<file path="src/rtl/uart_pkg.sv">
// uart_pkg: definitions shared by the UART transmitter, receiver and baud
// generator.
//   uart_state_e - frame FSM state. TX and RX both use it.
//   OVERSAMPLE   - receive oversample ticks per bit.
//   DATA_BITS    - data bits per frame.
package uart_pkg;

    typedef enum logic [1:0] {
        IDLE  = 2'd0,
        START = 2'd1,
        DATA  = 2'd2,
        STOP  = 2'd3
    } uart_state_e;

    localparam int OVERSAMPLE = 16;
    localparam int DATA_BITS  = 8;

endpackage

</file>
<file path="src/rtl/uart_if.sv">
// uart_if: byte-level bus between the register front end and the UART.
//   wr_en   - one-cycle write strobe. din is taken when busy is 0.
//   din     - byte to transmit.
//   rdy_clr - clears the sticky rdy flag.
//   busy    - a transmit frame is in progress.
//   rdy     - received byte valid. Stays set until rdy_clr.
//   dout    - last received byte.
// The master modport is the front end. The slave modport is the UART.
interface uart_if;
    logic       wr_en;
    logic [7:0] din;
    logic       rdy_clr;
    logic       busy;
    logic       rdy;
    logic [7:0] dout;

    modport master (output wr_en, output din, output rdy_clr,
                    input  busy,  input  rdy, input  dout);
    modport slave  (input  wr_en, input  din, input  rdy_clr,
                    output busy,  output rdy, output dout);
endinterface

</file>
<file path="src/rtl/uart_baud_gen.sv">
// uart_baud_gen: divide-by-DIV counter that gives a one-cycle tick.
//   clk     - system clock.
//   rst     - asynchronous active-low reset.
//   restart - synchronous restart. It zeroes the count, so the first tick
//             comes DIV clocks later.
//   tick    - high for one cycle every DIV clocks.
module uart_baud_gen #(
    parameter int DIV = 434
) (
    input  logic clk,
    input  logic rst,
    input  logic restart,
    output logic tick
);
    localparam int W = (DIV > 1) ? $clog2(DIV) : 1;

    logic [W-1:0] cnt_reg;

    always_ff @(posedge clk or negedge rst) begin
        if (!rst) begin
            cnt_reg <= '0;
        end else if (restart || cnt_reg == W'(DIV - 1)) begin
            cnt_reg <= '0;
        end else begin
            cnt_reg <= cnt_reg + W'(1);
        end
    end

    assign tick = (cnt_reg == W'(DIV - 1));
endmodule

</file>
<file path="src/rtl/uart_top.sv">
// uart_top: full-duplex 8N1 UART.
//   clk - system clock, rising edge.
//   rst - asynchronous active-low reset.
//   rx  - serial input, idle high.
//   tx  - serial output, idle high.
//   bus - uart_if.slave: wr_en/din/rdy_clr in, busy/rdy/dout out.
// The TX frame is timed by a bit-rate divider that restarts on accept.
// The RX side uses a free-running 16x oversample divider.
module uart_top
    import uart_pkg::*;
#(
    parameter int CLK_FREQ = 50_000_000,
    parameter int BAUD     = 115200
) (
    input  logic clk,
    input  logic rst,
    input  logic rx,
    output logic tx,
    uart_if.slave bus
);
    localparam int TX_DIV = CLK_FREQ / BAUD;
    localparam int RX_DIV = CLK_FREQ / (OVERSAMPLE * BAUD);

    // ---------------- transmitter ----------------
    uart_state_e tx_state_reg, tx_state_next;
    logic        tx_reg, tx_next;
    logic [7:0]  tx_shift_reg, tx_shift_next;
    logic [2:0]  tx_bit_reg, tx_bit_next;
    logic        tx_accept, tx_tick;

    uart_baud_gen #(.DIV(TX_DIV)) u_tx_baud (
        .clk(clk), .rst(rst), .restart(tx_accept), .tick(tx_tick)
    );

    always_ff @(posedge clk or negedge rst) begin
        if (!rst) begin
            tx_state_reg <= IDLE;
            tx_reg       <= 1'b1;
            tx_shift_reg <= '0;
            tx_bit_reg   <= '0;
        end else begin
            tx_state_reg <= tx_state_next;
            tx_reg       <= tx_next;
            tx_shift_reg <= tx_shift_next;
            tx_bit_reg   <= tx_bit_next;
        end
    end

    // tx is registered. On the accept edge it drops to the start bit
    // together with the state change.
    always_comb begin
        tx_state_next = tx_state_reg;
        tx_next       = tx_reg;
        tx_shift_next = tx_shift_reg;
        tx_bit_next   = tx_bit_reg;
        tx_accept     = 1'b0;
        case (tx_state_reg)
            IDLE: begin
                tx_next = 1'b1;
                if (bus.wr_en) begin
                    tx_accept     = 1'b1;
                    tx_shift_next = bus.din;
                    tx_bit_next   = '0;
                    tx_next       = 1'b0;
                    tx_state_next = START;
                end
            end
            START: if (tx_tick) begin
                tx_next       = tx_shift_reg[0];
                tx_state_next = DATA;
            end
            DATA: if (tx_tick) begin
                if (tx_bit_reg == 3'(DATA_BITS - 1)) begin
                    tx_next       = 1'b1;
                    tx_state_next = STOP;
                end else begin
                    tx_shift_next = {1'b0, tx_shift_reg[7:1]};
                    tx_next       = tx_shift_reg[1];
                    tx_bit_next   = tx_bit_reg + 3'd1;
                end
            end
            STOP: if (tx_tick) begin
                tx_next       = 1'b1;
                tx_state_next = IDLE;
            end
            default: tx_state_next = IDLE;
        endcase
    end

    assign tx       = tx_reg;
    assign bus.busy = (tx_state_reg != IDLE);

    // ---------------- receiver ----------------
    uart_state_e rx_state_reg, rx_state_next;
    logic [1:0]  rx_sync_reg;
    logic [3:0]  rx_sample_reg, rx_sample_next;
    logic [2:0]  rx_bit_reg, rx_bit_next;
    logic [7:0]  rx_shift_reg, rx_shift_next;
    logic [7:0]  dout_reg, dout_next;
    logic        rdy_reg, rdy_next;
    logic        rx_tick, rx_in;

    uart_baud_gen #(.DIV(RX_DIV)) u_rx_baud (
        .clk(clk), .rst(rst), .restart(1'b0), .tick(rx_tick)
    );

    // Two-flop synchroniser. Both flops reset to the idle level so that
    // reset is not read as a start bit.
    assign rx_in = rx_sync_reg[1];

    always_ff @(posedge clk or negedge rst) begin
        if (!rst) begin
            rx_sync_reg   <= 2'b11;
            rx_state_reg  <= IDLE;
            rx_sample_reg <= '0;
            rx_bit_reg    <= '0;
            rx_shift_reg  <= '0;
            dout_reg      <= '0;
            rdy_reg       <= 1'b0;
        end else begin
            rx_sync_reg   <= {rx_sync_reg[0], rx};
            rx_state_reg  <= rx_state_next;
            rx_sample_reg <= rx_sample_next;
            rx_bit_reg    <= rx_bit_next;
            rx_shift_reg  <= rx_shift_next;
            dout_reg      <= dout_next;
            rdy_reg       <= rdy_next;
        end
    end

    always_comb begin
        rx_state_next  = rx_state_reg;
        rx_sample_next = rx_sample_reg;
        rx_bit_next    = rx_bit_reg;
        rx_shift_next  = rx_shift_reg;
        dout_next      = dout_reg;
        // Clear first, so a byte completing in the same cycle sets rdy.
        rdy_next       = bus.rdy_clr ? 1'b0 : rdy_reg;
        if (rx_tick) begin
            case (rx_state_reg)
                IDLE: if (!rx_in) begin
                    rx_sample_next = '0;
                    rx_state_next  = START;
                end
                START: begin
                    if (rx_sample_reg == 4'(OVERSAMPLE / 2 - 1)) begin
                        // Mid start bit. A high line here was a glitch.
                        rx_sample_next = '0;
                        rx_bit_next    = '0;
                        rx_state_next  = rx_in ? IDLE : DATA;
                    end else begin
                        rx_sample_next = rx_sample_reg + 4'd1;
                    end
                end
                DATA: begin
                    rx_sample_next = rx_sample_reg + 4'd1;
                    if (rx_sample_reg == 4'(OVERSAMPLE - 1)) begin
                        rx_shift_next = {rx_in, rx_shift_reg[7:1]};
                        rx_bit_next   = rx_bit_reg + 3'd1;
                        if (rx_bit_reg == 3'(DATA_BITS - 1)) begin
                            rx_state_next = STOP;
                        end
                    end
                end
                STOP: begin
                    rx_sample_next = rx_sample_reg + 4'd1;
                    if (rx_sample_reg == 4'(OVERSAMPLE - 1)) begin
                        // A low stop bit is a framing error, so drop the byte.
                        if (rx_in) begin
                            dout_next = rx_shift_reg;
                            rdy_next  = 1'b1;
                        end
                        rx_state_next = IDLE;
                    end
                end
                default: rx_state_next = IDLE;
            endcase
        end
    end

    assign bus.rdy  = rdy_reg;
    assign bus.dout = dout_reg;
endmodule

</file>
<file path="src/flat_wrapper.sv">
// flat-port wrapper written by rule: the top's interface ports become plain ports
module uart_top_flat import uart_pkg::*;
#(
    parameter int CLK_FREQ = 50_000_000,
    parameter int BAUD     = 115200
)
  (clk, rst, rx, tx, bus_wr_en, bus_din, bus_rdy_clr, bus_busy, bus_rdy, bus_dout);
  uart_if bus_i ();
  input  logic clk;
  input  logic rst;
  input  logic rx;
  output logic tx;
  input wire logic [$bits(bus_i.wr_en)-1:0] bus_wr_en;
  input wire logic [$bits(bus_i.din)-1:0] bus_din;
  input wire logic [$bits(bus_i.rdy_clr)-1:0] bus_rdy_clr;
  output wire logic [$bits(bus_i.busy)-1:0] bus_busy;
  output wire logic [$bits(bus_i.rdy)-1:0] bus_rdy;
  output wire logic [$bits(bus_i.dout)-1:0] bus_dout;
  assign bus_i.wr_en = bus_wr_en;
  assign bus_i.din = bus_din;
  assign bus_i.rdy_clr = bus_rdy_clr;
  assign bus_busy = bus_i.busy;
  assign bus_rdy = bus_i.rdy;
  assign bus_dout = bus_i.dout;
  uart_top #(.CLK_FREQ(CLK_FREQ), .BAUD(BAUD)) u_core (.clk(clk), .rst(rst), .rx(rx), .tx(tx), .bus(bus_i));
endmodule
</file>
<file path="config.mk">
export PLATFORM = sky130hd
export DESIGN_NAME = uart_top_flat
export DESIGN_NICKNAME = d
export VERILOG_FILES = /design/src/rtl/uart_pkg.sv /design/src/rtl/uart_if.sv /design/src/rtl/uart_baud_gen.sv /design/src/rtl/uart_top.sv /design/src/flat_wrapper.sv
export SDC_FILE = /design/constraint.sdc
export NUM_CORES = 1
export LEC_CHECK = 0
export ABC_AREA = 1
export BUFFER_PORTS_ARGS = -buffer_cell sky130_fd_sc_hd__buf_2
export CORE_ASPECT_RATIO = 1.1
export CORE_UTILIZATION = 60
export DETAILED_ROUTE_END_ITERATION = 7
export GPL_TIMING_DRIVEN = 1
export PLACE_DENSITY = 0.85
export SETUP_SLACK_MARGIN = 0.5
export SLEW_MARGIN = 40
export SYNTH_ARGS = -nofsm -noshare
export SYNTH_HDL_FRONTEND = slang
export SYNTH_SLANG_ARGS = --single-unit
</file>
<file path="constraint.sdc">
create_clock -name clk -period 2.9 [get_ports clk]
set_clock_uncertainty 0.15 [all_clocks]
set_input_delay 0.435 -clock clk [delete_from_list [all_inputs] [get_ports clk]]
set_output_delay 0.435 -clock clk [all_outputs]
set_load 0.1 [all_outputs]
</file>
==> impl_metrics.prom, run 1 <==
# TYPE chip_impl_metric gauge
chip_impl_info{name="result_of_the_run",value="finished with violations"} 1
chip_impl_info{name="violations",value="negative hold slack"} 1
chip_impl_metric{name="worstPathMaxFanout",unit=""} 4
chip_impl_metric{name="routed_wl",unit="mm"} 5.36
chip_impl_metric{name="post-cts-setup-buffer-count",unit=""} 0
chip_impl_info{name="clock_tree_from_tritoncts",value="yes"} 1
chip_impl_metric{name="drt.antenna.violating_nets",unit=""} 0
chip_impl_metric{name="clkTransAtPathRegs",unit="ns"} 0.09
chip_impl_metric{name="cp.required",unit="ns"} 2.32
chip_impl_metric{name="synth_sequential_area_ratio",unit="%"} 49.6
chip_impl_metric{name="diodes",unit=""} 0
chip_impl_metric{name="antenna_found_initial",unit=""} 0
chip_impl_metric{name="track_usage",unit="%"} 24.9
chip_impl_metric{name="via_per_inst",unit=""} 5.34
chip_impl_metric{name="first_global_vias",unit=""} 2208
chip_impl_metric{name="switchingPower",unit="uW"} 913
chip_impl_info{name="cts.root.buffer_cell",value="clkbuf_8"} 1
chip_impl_metric{name="synth_area_per_cell",unit="sq um"} 8.27
chip_impl_metric{name="drt_iter0_drc",unit=""} 217
chip_impl_info{name="mostFrequentLayoutCell",value="nand2_1"} 1
chip_impl_metric{name="count_of_clock_tree_sinks",unit=""} 56
chip_impl_metric{name="dp_hpwl",unit="mm"} 3.89
chip_impl_info{name="worstSetupPathType",value="reg2out"} 1
chip_impl_metric{name="power.internal",unit="uW"} 1410
chip_impl_metric{name="clock_insertion_delay_worst_skew",unit="ns"} 0.31
chip_impl_metric{name="fp.dieArea",unit="sq um"} 5000
chip_impl_metric{name="leakage",unit="uW"} 0.00164
chip_impl_metric{name="seqPwrFrac",unit="%"} 43.1
chip_impl_info{name="worstSetupStartpointType",value="register"} 1
chip_impl_metric{name="io_buffers",unit=""} 23
chip_impl_info{name="cp-end-kind",value="output pin"} 1
chip_impl_metric{name="globalRouteOverflowTotal",unit=""} 0
chip_impl_metric{name="initial_utilization",unit="%"} 64.3
chip_impl_metric{name="num_cts_buffers",unit=""} 5
chip_impl_metric{name="period_minus_slack",unit="ns"} 2.21
chip_impl_metric{name="maxSlewViolCount",unit=""} 0
chip_impl_metric{name="clockPowerShare",unit="%"} 21.4
chip_impl_info{name="grt_setup_unrepaired",value="no"} 1
chip_impl_metric{name="timing.fmax",unit="GHz"} 0.452
chip_impl_metric{name="grt_start_max_net_pins",unit=""} 31
chip_impl_info{name="hp-class",value="in2async"} 1
chip_impl_metric{name="vias",unit=""} 2257
chip_impl_metric{name="final_nets",unit=""} 400
chip_impl_metric{name="design_power_total",unit="uW"} 2330
chip_impl_info{name="worstPathCellList",value="inv_1 > ha_1 > inv_1 > buf_2"} 1
chip_impl_metric{name="worst_ir_drop_vdd",unit="mV"} 0.593
chip_impl_metric{name="drt-pass1-iter-count",unit=""} 4
chip_impl_metric{name="synth_warnings",unit=""} 0
chip_impl_info{name="cp_top_family",value="buffers and inverters"} 1
chip_impl_metric{name="final_min_period_over_clock_period",unit="%"} 76.2
chip_impl_metric{name="syn_to_final_growth",unit="%"} 10.2
chip_impl_metric{name="worst_hold_slack",unit="ns"} -0.0162
chip_impl_metric{name="post_synth_instance_area",unit="sq um"} 2840
chip_impl_metric{name="cts.path.max_buffers",unit=""} 2
chip_impl_metric{name="drt_drc_violations_left",unit=""} 0
chip_impl_info{name="layout_common_cells",value="nand2_1 (107), dfrtp_1 (53), inv_1 (43)"} 1
chip_impl_metric{name="die_h",unit="um"} 74.1
chip_impl_metric{name="layout.cells.non_filler",unit=""} 423
chip_impl_metric{name="critPathBufInv",unit=""} 3
chip_impl_info{name="crit_slowest_cell",value="buf_2"} 1
chip_impl_metric{name="synthDistinctLibCells",unit=""} 27
chip_impl_metric{name="ctsHtreeMaxLevel",unit=""} 2
chip_impl_metric{name="synthesis.nets",unit=""} 375
chip_impl_metric{name="grt_first_pass_wirelength",unit="mm"} 9.40
chip_impl_metric{name="finalSetupViolCount",unit=""} 0
chip_impl_metric{name="power.density",unit="nW/um^2"} 745
chip_impl_metric{name="rows",unit=""} 25
chip_impl_metric{name="routedWlPerCell",unit="um"} 12.7
chip_impl_metric{name="floorplan.die.width",unit="um"} 67.5
chip_impl_metric{name="final_layout_size_suffix_gt1_share",unit="%"} 11.4
chip_impl_metric{name="gpl.final_weighted_congestion",unit=""} 0.878
chip_impl_metric{name="core_area",unit="sq um"} 4410
chip_impl_metric{name="switching_share",unit="%"} 39.2
chip_impl_metric{name="io_pins",unit=""} 24
chip_impl_metric{name="pwr-share-comb",unit="%"} 35.5
chip_impl_metric{name="timing.final.hold_violations",unit=""} 25
chip_impl_metric{name="timing.setup.tns",unit="ns"} 0
chip_impl_metric{name="final_core_utilization",unit="%"} 70.9
chip_impl_metric{name="placed_cells",unit=""} 415
chip_impl_metric{name="slew_headroom",unit="%"} 54.7
chip_impl_metric{name="arrival",unit="ns"} 1.63
chip_impl_metric{name="number_of_flip_flops_under_the_largest_register_name",unit=""} 9
chip_impl_metric{name="yosys_register_bits",unit=""} 56
chip_impl_metric{name="cts-hold-fix-buffers",unit=""} 0
chip_impl_info{name="worst_path_most_repeated_cell",value="inv_1"} 1
chip_impl_metric{name="max_cap_viol_count",unit=""} 0
chip_impl_metric{name="max_slew.worst_pin.slew",unit="ns"} 0.675
chip_impl_metric{name="synthesis.instances",unit=""} 343
chip_impl_metric{name="max_stage_delay",unit="ns"} 0.45
layer usage:
layer / share of wire, % / routed length (um) / GRT usage [%] / up-vias
li1: - / - / - / 1139
met1: 46 / 2460 / 31.4 / 1059
met2: 49 / 2650 / 42.4 / 51
met3: 3.0 / 161 / 4.45 / 8
met4: 1.6 / 87 / 9.22 / 0
met5: 0 / 0 / 0 / -
through the flow:
step	worst slack, ns	cell area (sq um)
6_report	0.689	3130
5_1_grt	0.614	3130
4_1_cts	0.629	3110
3_5_place_dp	0.468	3000
3_3_place_gp	0.587	3000
2_1_floorplan	0.808	2840
area by class of cell:
cell class                 instances  area, sq um
fill                             335         1280
sequential                        56         1410
clock buffer                       6         72.6
inverter                          45          169
multi-input combinational        235         1250
timing repair buffer              25          130
clock inverter                     2         35.0
tap                               54         67.6
power by group through the flow:
stage	sequential [uW]	clock (uW)	combinational (uW)
floorplan	1040	0	615
global placement	1010	0	756
detailed placement	1010	0	791
CTS	1000	511	794
global route	1020	538	942
finish	1000	497	826
what timing repair did:
item	CTS	global route
endpoints found under the setup margin	11	11
pin swaps	0	0
resized for setup	1	2
cloned	0	0
final timing paths:
check	endpoint	cells past startpoint	startpoint	slack, ns
worst max-delay path	bus_busy	4	u_core.tx_state_reg[0]$_DFFE_PN0P_	0.69
worst min-delay path	u_core.bus.dout[0]$_DFFE_PN0P_	1	rst	-0.02
worst max register to register	u_core.tx_shift_reg[4]$_DFFE_PN0P_	8	u_core.tx_state_reg[0]$_DFFE_PN0P_	0.81
worst min register to register	u_core.rx_sync_reg[1]$_DFF_PN1_	0	u_core.rx_sync_reg[0]$_DFF_PN1_	0.21
max in group asynchronous	u_core.tx_state_reg[0]$_DFFE_PN0P_	2	rst	1.94
min in group clk	u_core.rx_sync_reg[0]$_DFF_PN1_	1	rx	0.07
cells by family (layout without fill, tap and decap cells):
family | Yosys count | count (layout) | share of synthesized area [%]
buf+inv | 52 | 78 | 7.19
flops | 56 | 56 | 49.6
compound gates | 36 | 36 | 6.62
simple gates | 176 | 176 | 27.0
xor+xnor | 4 | 4 | 1.24
fa+ha+maj | 19 | 19 | 8.38
synth_stat cells (all sizes together):
master  count  area, sq um
nand3      16         85.1
xor2        2         17.5
o22ai       1         6.26
nor4        1         6.26
nor3        5         25.0
nand2     107          402
or2         1         8.76
nand4      16          115
o211ai      1         7.51
a21oi       5         25.0
dfstp       3         78.8
buf         3         20.0
nand3b      1         7.51
o21ai      29          149
inv        45          169
nor3b       2         15.0
dfrtp      53         1330
clkbuf      4         15.0
nor2       27          101
xnor2       2         17.5
ha         19          238
Power figures use the tool's default switching activity.
==> run 2: changes to the inputs <==
--- a/config.mk
+++ b/config.mk
@@ -5,13 +5,13 @@
 export SDC_FILE = /design/constraint.sdc
 export NUM_CORES = 1
 export LEC_CHECK = 0
-export ABC_AREA = 1
+export ABC_AREA = 0
 export BUFFER_PORTS_ARGS = -buffer_cell sky130_fd_sc_hd__buf_2
 export CORE_ASPECT_RATIO = 1.1
-export CORE_UTILIZATION = 60
+export CORE_UTILIZATION = 59
 export DETAILED_ROUTE_END_ITERATION = 7
 export GPL_TIMING_DRIVEN = 1
-export PLACE_DENSITY = 0.85
+export PLACE_DENSITY = 0.84
 export SETUP_SLACK_MARGIN = 0.5
 export SLEW_MARGIN = 40
 export SYNTH_ARGS = -nofsm -noshare
==> constraint.sdc (replaced) <==
create_clock -name clk -period 2.3 [get_ports clk]
set_clock_uncertainty 0.15 [all_clocks]
set_input_delay 0.345 -clock clk [delete_from_list [all_inputs] [get_ports clk]]
set_output_delay 0.345 -clock clk [all_outputs]
set_load 0.1 [all_outputs]
==> run 2 against run 1 <==
  * Power increased by 39%
  * Sequential power increased by 30%
  * Sequential cell count unchanged
  * Largest cell class is now multi-input gates
  * Critical path depth increased by 1
  * The run now ends clean
==> impl_metrics.prom, run 2 <==
# TYPE chip_impl_metric gauge
chip_impl_metric{name="cp.required",unit="ns"} 2.36
chip_impl_metric{name="power.density",unit="nW/um^2"} 895
chip_impl_metric{name="worst_ir_drop_vdd",unit="mV"} 0.447
chip_impl_metric{name="final_layout_size_suffix_gt1_share",unit="%"} 43.4
chip_impl_metric{name="first_global_vias",unit=""} 1866
chip_impl_info{name="hp-class",value="in2reg"} 1
chip_impl_info{name="clock_tree_from_tritoncts",value="yes"} 1
chip_impl_metric{name="yosys_register_bits",unit=""} 56
chip_impl_info{name="result_of_the_run",value="complete, no violations"} 1
chip_impl_metric{name="io_pins",unit=""} 24
chip_impl_metric{name="synthesis.instances",unit=""} 246
chip_impl_metric{name="worstPathMaxFanout",unit=""} 3
chip_impl_metric{name="leakage",unit="uW"} 0.00172
chip_impl_metric{name="synth_area_per_cell",unit="sq um"} 11.6
chip_impl_metric{name="fp.dieArea",unit="sq um"} 5110
chip_impl_metric{name="slew_headroom",unit="%"} 67.3
chip_impl_metric{name="muxShareOfSynthArea",unit="%"} 14.1
chip_impl_metric{name="number_of_flip_flops_under_the_largest_register_name",unit=""} 9
chip_impl_metric{name="post_synth_instance_area",unit="sq um"} 2850
chip_impl_metric{name="timing.final.hold_violations",unit=""} 0
chip_impl_metric{name="cts.path.max_buffers",unit=""} 2
chip_impl_metric{name="synth_largest_type_area_fraction",unit="%"} 46.6
chip_impl_metric{name="count_of_clock_tree_sinks",unit=""} 56
chip_impl_metric{name="edff_count_synth",unit=""} 0
chip_impl_metric{name="grt_start_max_net_pins",unit=""} 57
chip_impl_metric{name="routed_wl",unit="mm"} 6.13
chip_impl_info{name="synthTopCellsByArea",value="dfrtp_1 (47%), mux2_2 (13%), ha_1 (8.3%)"} 1
chip_impl_metric{name="maxSlewViolCount",unit=""} 0
chip_impl_metric{name="initial_utilization",unit="%"} 61.2
chip_impl_metric{name="synth_warnings",unit=""} 0
chip_impl_metric{name="synthesis.nets",unit=""} 278
chip_impl_metric{name="finalSetupViolCount",unit=""} 0
chip_impl_metric{name="via_per_inst",unit=""} 5.86
chip_impl_metric{name="num-fill-cells",unit=""} 256
chip_impl_metric{name="globalRouteOverflowTotal",unit=""} 0
chip_impl_info{name="ys_dominant_reg_cell",value="dfrtp_1"} 1
chip_impl_metric{name="max_stage_delay",unit="ns"} 0.58
chip_impl_metric{name="die_h",unit="um"} 74.9
chip_impl_metric{name="routedWlPerCell",unit="um"} 17.1
chip_impl_metric{name="dp_hpwl",unit="mm"} 3.14
chip_impl_metric{name="period_minus_slack",unit="ns"} 2.08
chip_impl_metric{name="synthDistinctLibCells",unit=""} 39
chip_impl_metric{name="drt.antenna.violating_nets",unit=""} 0
chip_impl_metric{name="drt_iter0_drc",unit=""} 116
chip_impl_info{name="ys_top_cells_by_count",value="dfrtp_1 (53), mux2_2 (34), nor2_1 (20), ha_1 (19)"} 1
chip_impl_metric{name="drt-pass1-iter-count",unit=""} 4
chip_impl_info{name="worstPathCellList",value="or4b_4 > nor3_4 > buf_6 > mux2_4 > a22o_1"} 1
chip_impl_info{name="mostFrequentLayoutCell",value="dfrtp_1"} 1
chip_impl_metric{name="post_synth_and_or_nand_nor_area_fraction",unit="%"} 14.3
chip_impl_metric{name="timing.fmax",unit="GHz"} 0.481
chip_impl_info{name="worstSetupPathType",value="reg2reg"} 1
chip_impl_metric{name="max_slew.worst_pin.slew",unit="ns"} 0.494
chip_impl_metric{name="drt_drc_violations_left",unit=""} 0
chip_impl_metric{name="critPathBufInv",unit=""} 1
chip_impl_metric{name="ctsHtreeMaxLevel",unit=""} 2
chip_impl_info{name="synth_top_family_by_area",value="simple AND/OR/NAND/NOR gates"} 1
chip_impl_metric{name="gpl.final_weighted_congestion",unit=""} 0.807
chip_impl_metric{name="synth_xor_area_share",unit="%"} 3.07
chip_impl_metric{name="arrival",unit="ns"} 2.14
chip_impl_metric{name="max_cap_viol_count",unit=""} 0
chip_impl_metric{name="final_nets",unit=""} 333
chip_impl_info{name="crit_slowest_cell",value="or4b_4"} 1
chip_impl_metric{name="final_min_period_over_clock_period",unit="%"} 90.4
chip_impl_info{name="largest_area_contributor_in_the_synthesized_netlist",value="dfrtp_1"} 1
chip_impl_info{name="grt_setup_unrepaired",value="yes"} 1
chip_impl_metric{name="num_cts_buffers",unit=""} 5
chip_impl_info{name="cts.root.buffer_cell",value="clkbuf_8"} 1
chip_impl_metric{name="synth-compound-area-share",unit="%"} 7.16
chip_impl_metric{name="vias",unit=""} 2098
chip_impl_metric{name="grt_first_pass_wirelength",unit="mm"} 8.56
chip_impl_info{name="cp-end-kind",value="register"} 1
chip_impl_info{name="post-synth-top-count-cell",value="dfrtp_1"} 1
chip_impl_metric{name="clock_insertion_delay_worst_skew",unit="ns"} 0.31
chip_impl_metric{name="clkTransAtPathRegs",unit="ns"} 0.10
chip_impl_metric{name="io_buffers",unit=""} 23
chip_impl_metric{name="track_usage",unit="%"} 22.8
chip_impl_info{name="worstSetupStartpointType",value="register"} 1
chip_impl_metric{name="floorplan.die.width",unit="um"} 68.3
chip_impl_metric{name="adder_cell_share_of_the_synthesized_area",unit="%"} 8.34
chip_impl_metric{name="antenna_found_initial",unit=""} 0
chip_impl_metric{name="final_core_utilization",unit="%"} 77.9
chip_impl_metric{name="rows",unit=""} 26
chip_impl_metric{name="synth_sequential_area_ratio",unit="%"} 49.3
chip_impl_metric{name="diodes",unit=""} 0
chip_impl_metric{name="postSynth.asyncResetShare",unit="%"} 100
chip_impl_info{name="layout_common_cells",value="dfrtp_1 (52), buf_4 (23), buf_2 (21)"} 1
chip_impl_metric{name="timing.setup.tns",unit="ns"} 0
chip_impl_info{name="cp_top_family",value="simple AND/OR/NAND/NOR gates"} 1
chip_impl_metric{name="syn_to_final_growth",unit="%"} 27.3
chip_impl_metric{name="core_area",unit="sq um"} 4650
run 2: cell count changes after synthesis, moves of 7 or more:
cell / previous run / this run
nor2_1: 27 / 20
inv_1: 43 / 14
mux2_2: 0 / 34
nand4_1: 15 / 7
nand2_1: 107 / 12
o21ai_0: 24 / 10
run 2: layout make-up:
class	instances	area [sq um]	share of cell area [%]
timing repair buffer	53	385	10.6
sequential	56	1410	38.8
clock buffer	6	72.6	2.00
multi-input combinational	171	1590	44.0
inverter	14	58.8	1.62
tap	56	70.1	1.93
clock inverter	2	38.8	1.07
run 2: kinds of logic (layout without fill, tap and decap cells):
logic type               Yosys count  in the layout
XOR/XNOR                          10             10
AND/OR/NAND/NOR                   75             76
flip-flops                        56             56
AO/OA/AOI/OAI                     29             30
multiplexers                      36             36
buffers and inverters             21             75
adder cells (fa/ha/maj)           19             19
run 2: tightest hold or removal path: stages:
cell and delay [ns]:
buf_2 0.10, inv_1 0.04, a21o_1 0.10
run 2: metrics by stage:
| stage | total power (uW) | hold WS [ns] | worst slack, ns | cells | instance area (sq um) |
|---|---|---|---|---|---|
| 2_1_floorplan | 2130 | -0.101 | 0.103 | 246 | 2890 |
| 3_3_place_gp | 2240 | 0.196 | 0.0857 | 322 | 3060 |
| 3_5_place_dp | 2290 | 0.201 | 0.0269 | 322 | 3060 |
| 4_1_cts | 3110 | 0.136 | 0.224 | 346 | 3430 |
| 5_1_grt | 3410 | 0.142 | 0.167 | 358 | 3630 |
| 6_report | 3250 | 0.141 | 0.221 | 358 | 3630 |
run 2: routing by layer:
layer | vias up | share of wire (%) | track usage (%)
li1 | 986 | - | -
met1 | 1048 | 43 | 29.5
met2 | 45 | 51 | 37.7
met3 | 19 | 2.9 | 5.30
met4 | 0 | 3.1 | 7.18
met5 | - | 0 | 0
run 2: power by group:
part           internal (uW)  switching, uW
clock                    329            321
combinational            647            649
sequential              1160            138
total                   2140           1110
run 2: repair_timing:
| item | 4_1_cts | 5_1_grt |
|---|---|---|
| gates cloned | 1 | 1 |
| buffers inserted | 13 | 11 |
| hold buffers | 2 | 0 |
| hold endpoints to repair | 54 | 0 |
| setup endpoints to repair | 50 | 51 |
| pin swaps | 8 | 9 |
| resized for setup | 42 | 23 |
run 2: final timing paths:
check | startpoint | endpoint | slack, ns | cells past startpoint
min in group asynchronous | rst | u_core.tx_shift_reg[7]$_DFFE_PN0P_ | 0.38 | 3
max | u_core.u_tx_baud.cnt_reg[3]$_DFF_PN0_ | u_core.tx_bit_reg[0]$_DFFE_PN0P_ | 0.22 | 5
max reg2reg | u_core.u_tx_baud.cnt_reg[3]$_DFF_PN0_ | u_core.tx_bit_reg[0]$_DFFE_PN0P_ | 0.22 | 5
max in group asynchronous | rst | u_core.rx_sync_reg[1]$_DFF_PN1_ | 1.30 | 3
min | bus_rdy_clr | u_core.bus.rdy$_DFF_PN0_ | 0.14 | 3
min reg2reg | u_core.rx_sync_reg[0]$_DFF_PN1_ | u_core.rx_sync_reg[1]$_DFF_PN1_ | 0.21 | 0
==> run 3: changes to the inputs <==
--- a/config.mk
+++ b/config.mk
@@ -8,12 +8,12 @@
 export ABC_AREA = 0
 export BUFFER_PORTS_ARGS = -buffer_cell sky130_fd_sc_hd__buf_2
 export CORE_ASPECT_RATIO = 1.1
-export CORE_UTILIZATION = 59
+export CORE_UTILIZATION = 60
 export DETAILED_ROUTE_END_ITERATION = 7
 export GPL_TIMING_DRIVEN = 1
-export PLACE_DENSITY = 0.84
+export PLACE_DENSITY = 0.85
 export SETUP_SLACK_MARGIN = 0.5
-export SLEW_MARGIN = 40
+export SLEW_MARGIN = 20
 export SYNTH_ARGS = -nofsm -noshare
 export SYNTH_HDL_FRONTEND = slang
 export SYNTH_SLANG_ARGS = --single-unit
==> constraint.sdc (replaced) <==
create_clock -name clk -period 2.4 [get_ports clk]
set_clock_uncertainty 0.15 [all_clocks]
set_input_delay 0.36 -clock clk [delete_from_list [all_inputs] [get_ports clk]]
set_output_delay 0.36 -clock clk [all_outputs]
set_load 0.1 [all_outputs]
==> run 3 against run 2 <==
  * Hold slack gained 0.030 ns
  * Power fell by 3.4%
  * Sequential power fell by 4%
  * Global-route usage down 0.31 points
  * Cell count fell by 2.5%
  * Critical path depth grew 1
  * Maximum frequency fell by 1.7%
  * Via count is 4.3% lower
  * First-iteration DRC count is 29% higher
  * Die area is 1.6% lower
==> impl_metrics.prom, run 3 (synthesis results as in run 2) <==
# TYPE chip_impl_metric gauge
chip_impl_metric{name="ff2ff_path_depth",unit=""} 6
chip_impl_info{name="worstSetupStartpointType",value="register"} 1
chip_impl_metric{name="num-fill-cells",unit=""} 261
chip_impl_info{name="result_of_the_run",value="complete, no violations"} 1
chip_impl_metric{name="vias",unit=""} 2008
chip_impl_info{name="r2r-start",value="u_core.tx_bit_reg[0]$_DFFE_PN0P_"} 1
chip_impl_metric{name="slew_headroom",unit="%"} 61.2
chip_impl_info{name="layout_common_cells",value="dfrtp_1 (52), buf_2 (22), buf_4 (22)"} 1
chip_impl_metric{name="drt_iter0_drc",unit=""} 150
chip_impl_metric{name="worst_ir_drop_vdd",unit="mV"} 0.449
chip_impl_metric{name="syn_to_final_growth",unit="%"} 21.9
chip_impl_metric{name="max_slew.worst_pin.slew",unit="ns"} 0.582
chip_impl_metric{name="power.density",unit="nW/um^2"} 903
chip_impl_metric{name="ff_latch_area",unit="sq um"} 1410
chip_impl_metric{name="io_buffers",unit=""} 23
chip_impl_info{name="hp-class",value="in2reg"} 1
chip_impl_metric{name="fp.dieArea",unit="sq um"} 5030
chip_impl_metric{name="clock_insertion_delay_worst_skew",unit="ns"} 0.31
chip_impl_metric{name="io_pins",unit=""} 24
chip_impl_metric{name="first_global_vias",unit=""} 1892
chip_impl_metric{name="finalSetupViolCount",unit=""} 0
chip_impl_metric{name="worstPathMaxFanout",unit=""} 7
chip_impl_metric{name="timing.final.ws_setup",unit="ns"} 0.285
chip_impl_info{name="worstSetupStartpoint",value="u_core.tx_bit_reg[0]$_DFFE_PN0P_"} 1
chip_impl_metric{name="max_cap_viol_count",unit=""} 0
chip_impl_metric{name="routed_wl",unit="mm"} 5.62
chip_impl_metric{name="multi_input_area",unit="sq um"} 1520
chip_impl_metric{name="grt_start_max_net_pins",unit=""} 27
chip_impl_metric{name="timing.final.hold_violations",unit=""} 0
chip_impl_metric{name="dp_hpwl",unit="mm"} 3.50
chip_impl_metric{name="diodes",unit=""} 0
chip_impl_info{name="worstSetupPathType",value="reg2reg"} 1
chip_impl_metric{name="track_usage",unit="%"} 22.5
chip_impl_metric{name="routedWlPerCell",unit="um"} 16.1
chip_impl_metric{name="slack_of_the_worst_reg_to_reg_path",unit="ns"} 0.29
chip_impl_info{name="cts.root.buffer_cell",value="clkbuf_8"} 1
chip_impl_metric{name="ctsHtreeMaxLevel",unit=""} 2
chip_impl_metric{name="initial_utilization",unit="%"} 64.1
chip_impl_metric{name="count_of_clock_tree_sinks",unit=""} 56
chip_impl_metric{name="clkTransAtPathRegs",unit="ns"} 0.10
chip_impl_metric{name="core_area",unit="sq um"} 4440
chip_impl_metric{name="placed_cell_area",unit="sq um"} 3050
chip_impl_info{name="clock_tree_from_tritoncts",value="yes"} 1
chip_impl_metric{name="via_per_inst",unit=""} 5.75
chip_impl_metric{name="num_cts_buffers",unit=""} 5
chip_impl_metric{name="final_layout_size_suffix_gt1_share",unit="%"} 40.3
chip_impl_metric{name="cp.required",unit="ns"} 2.44
chip_impl_metric{name="preCtsSetupSlack",unit="ns"} 0.104
chip_impl_metric{name="antenna_found_initial",unit=""} 0
chip_impl_info{name="cp-end-kind",value="register"} 1
chip_impl_metric{name="timing.fmax",unit="GHz"} 0.473
chip_impl_metric{name="globalRouteOverflowTotal",unit=""} 0
chip_impl_info{name="hold_path_end",value="u_core.bus.rdy$_DFF_PN0_"} 1
chip_impl_metric{name="period_minus_slack",unit="ns"} 2.11
chip_impl_metric{name="maxSlewViolCount",unit=""} 0
chip_impl_info{name="r2r-end",value="u_core.tx_shift_reg[2]$_DFFE_PN0P_"} 1
chip_impl_metric{name="final_core_utilization",unit="%"} 78.2
chip_impl_metric{name="timing.setup.tns",unit="ns"} 0
chip_impl_metric{name="leakage",unit="uW"} 0.00166
chip_impl_metric{name="die_h",unit="um"} 74.3
chip_impl_info{name="mostFrequentLayoutCell",value="dfrtp_1"} 1
chip_impl_metric{name="gpl.final_weighted_congestion",unit=""} 0.815
chip_impl_metric{name="drt_drc_violations_left",unit=""} 0
chip_impl_info{name="timing.hold.worst.start",value="bus_rdy_clr"} 1
chip_impl_metric{name="postLayoutCellArea",unit="sq um"} 3470
chip_impl_info{name="grt_setup_unrepaired",value="yes"} 1
chip_impl_metric{name="cts.path.max_buffers",unit=""} 2
chip_impl_metric{name="drt-pass1-iter-count",unit=""} 4
chip_impl_metric{name="final_min_period_over_clock_period",unit="%"} 88.1
chip_impl_metric{name="grt_first_pass_wirelength",unit="mm"} 8.34
chip_impl_metric{name="drt.antenna.violating_nets",unit=""} 0
chip_impl_metric{name="final_nets",unit=""} 326
chip_impl_metric{name="rows",unit=""} 25
chip_impl_metric{name="whs_path_depth",unit=""} 3
chip_impl_metric{name="floorplan.die.width",unit="um"} 67.7
chip_impl_metric{name="arrival",unit="ns"} 2.16
chip_impl_metric{name="number_of_flip_flops_under_the_largest_register_name",unit=""} 9
[run 3: worst max-delay path by stage]
stage,endpoint,slack [ns],cells after the start
final,u_core.tx_shift_reg[2]$_DFFE_PN0P_,0.29,6
after global routing,u_core.tx_shift_reg[2]$_DFFE_PN0P_,0.21,6
after CTS,u_core.tx_shift_reg[0]$_DFFE_PN0P_,0.33,4
after detailed placement,u_core.tx_shift_reg[0]$_DFFE_PN0P_,0.10,6
after global placement,u_core.tx_shift_reg[2]$_DFFE_PN0P_,0.16,6
after floorplan,u_core.tx_shift_reg[0]$_DFFE_PN0P_,0.20,7
[run 3: timing repair]
| action | CTS | global route |
|---|---|---|
| hold buffers | 2 | 0 |
| pin swaps | 4 | 6 |
| setup endpoints to repair | 24 | 42 |
| gates resized for setup | 11 | 33 |
| setup buffers | 7 | 10 |
| cloned | 1 | 0 |
| hold endpoints to repair | 24 | 0 |
[run 3: final cells by class]
type | instances | area share [%]
clock inverter | 2 | 1.12
tap | 54 | 1.95
sequential | 56 | 40.5
timing repair buffer | 47 | 9.08
clock buffer | 6 | 2.09
inverter | 14 | 1.62
multi-input combinational | 170 | 43.6
[run 3: worst max-delay path: stages, from the launching register on]
cell and delay, ns:
dfrtp_1 0.40, ha_2 0.21, ha_4 0.16, or2b_4 0.26, nor3_4 0.26, o21a_4 0.25
mux2_4 0.31
[run 3: routing by layer]
layer  track usage (%)  wire length, um
met4              7.57               98
met3              4.60              103
met1              26.6             2480
met5                 0                0
met2              40.0             2940
[run 3: power breakdown]
group          switching [uW]  internal, uW
clock network             305           316
logic                     624           643
registers                 135          1110
[run 3: per-stage QoR]
stage	power, uW	hold WS (ns)	cells
5_1_grt	3300	0.173	349
4_1_cts	2870	0.157	339
3_5_place_dp	2190	0.204	321
3_3_place_gp	2150	0.199	321
2_1_floorplan	2040	-0.0856	246
6_report	3140	0.171	349
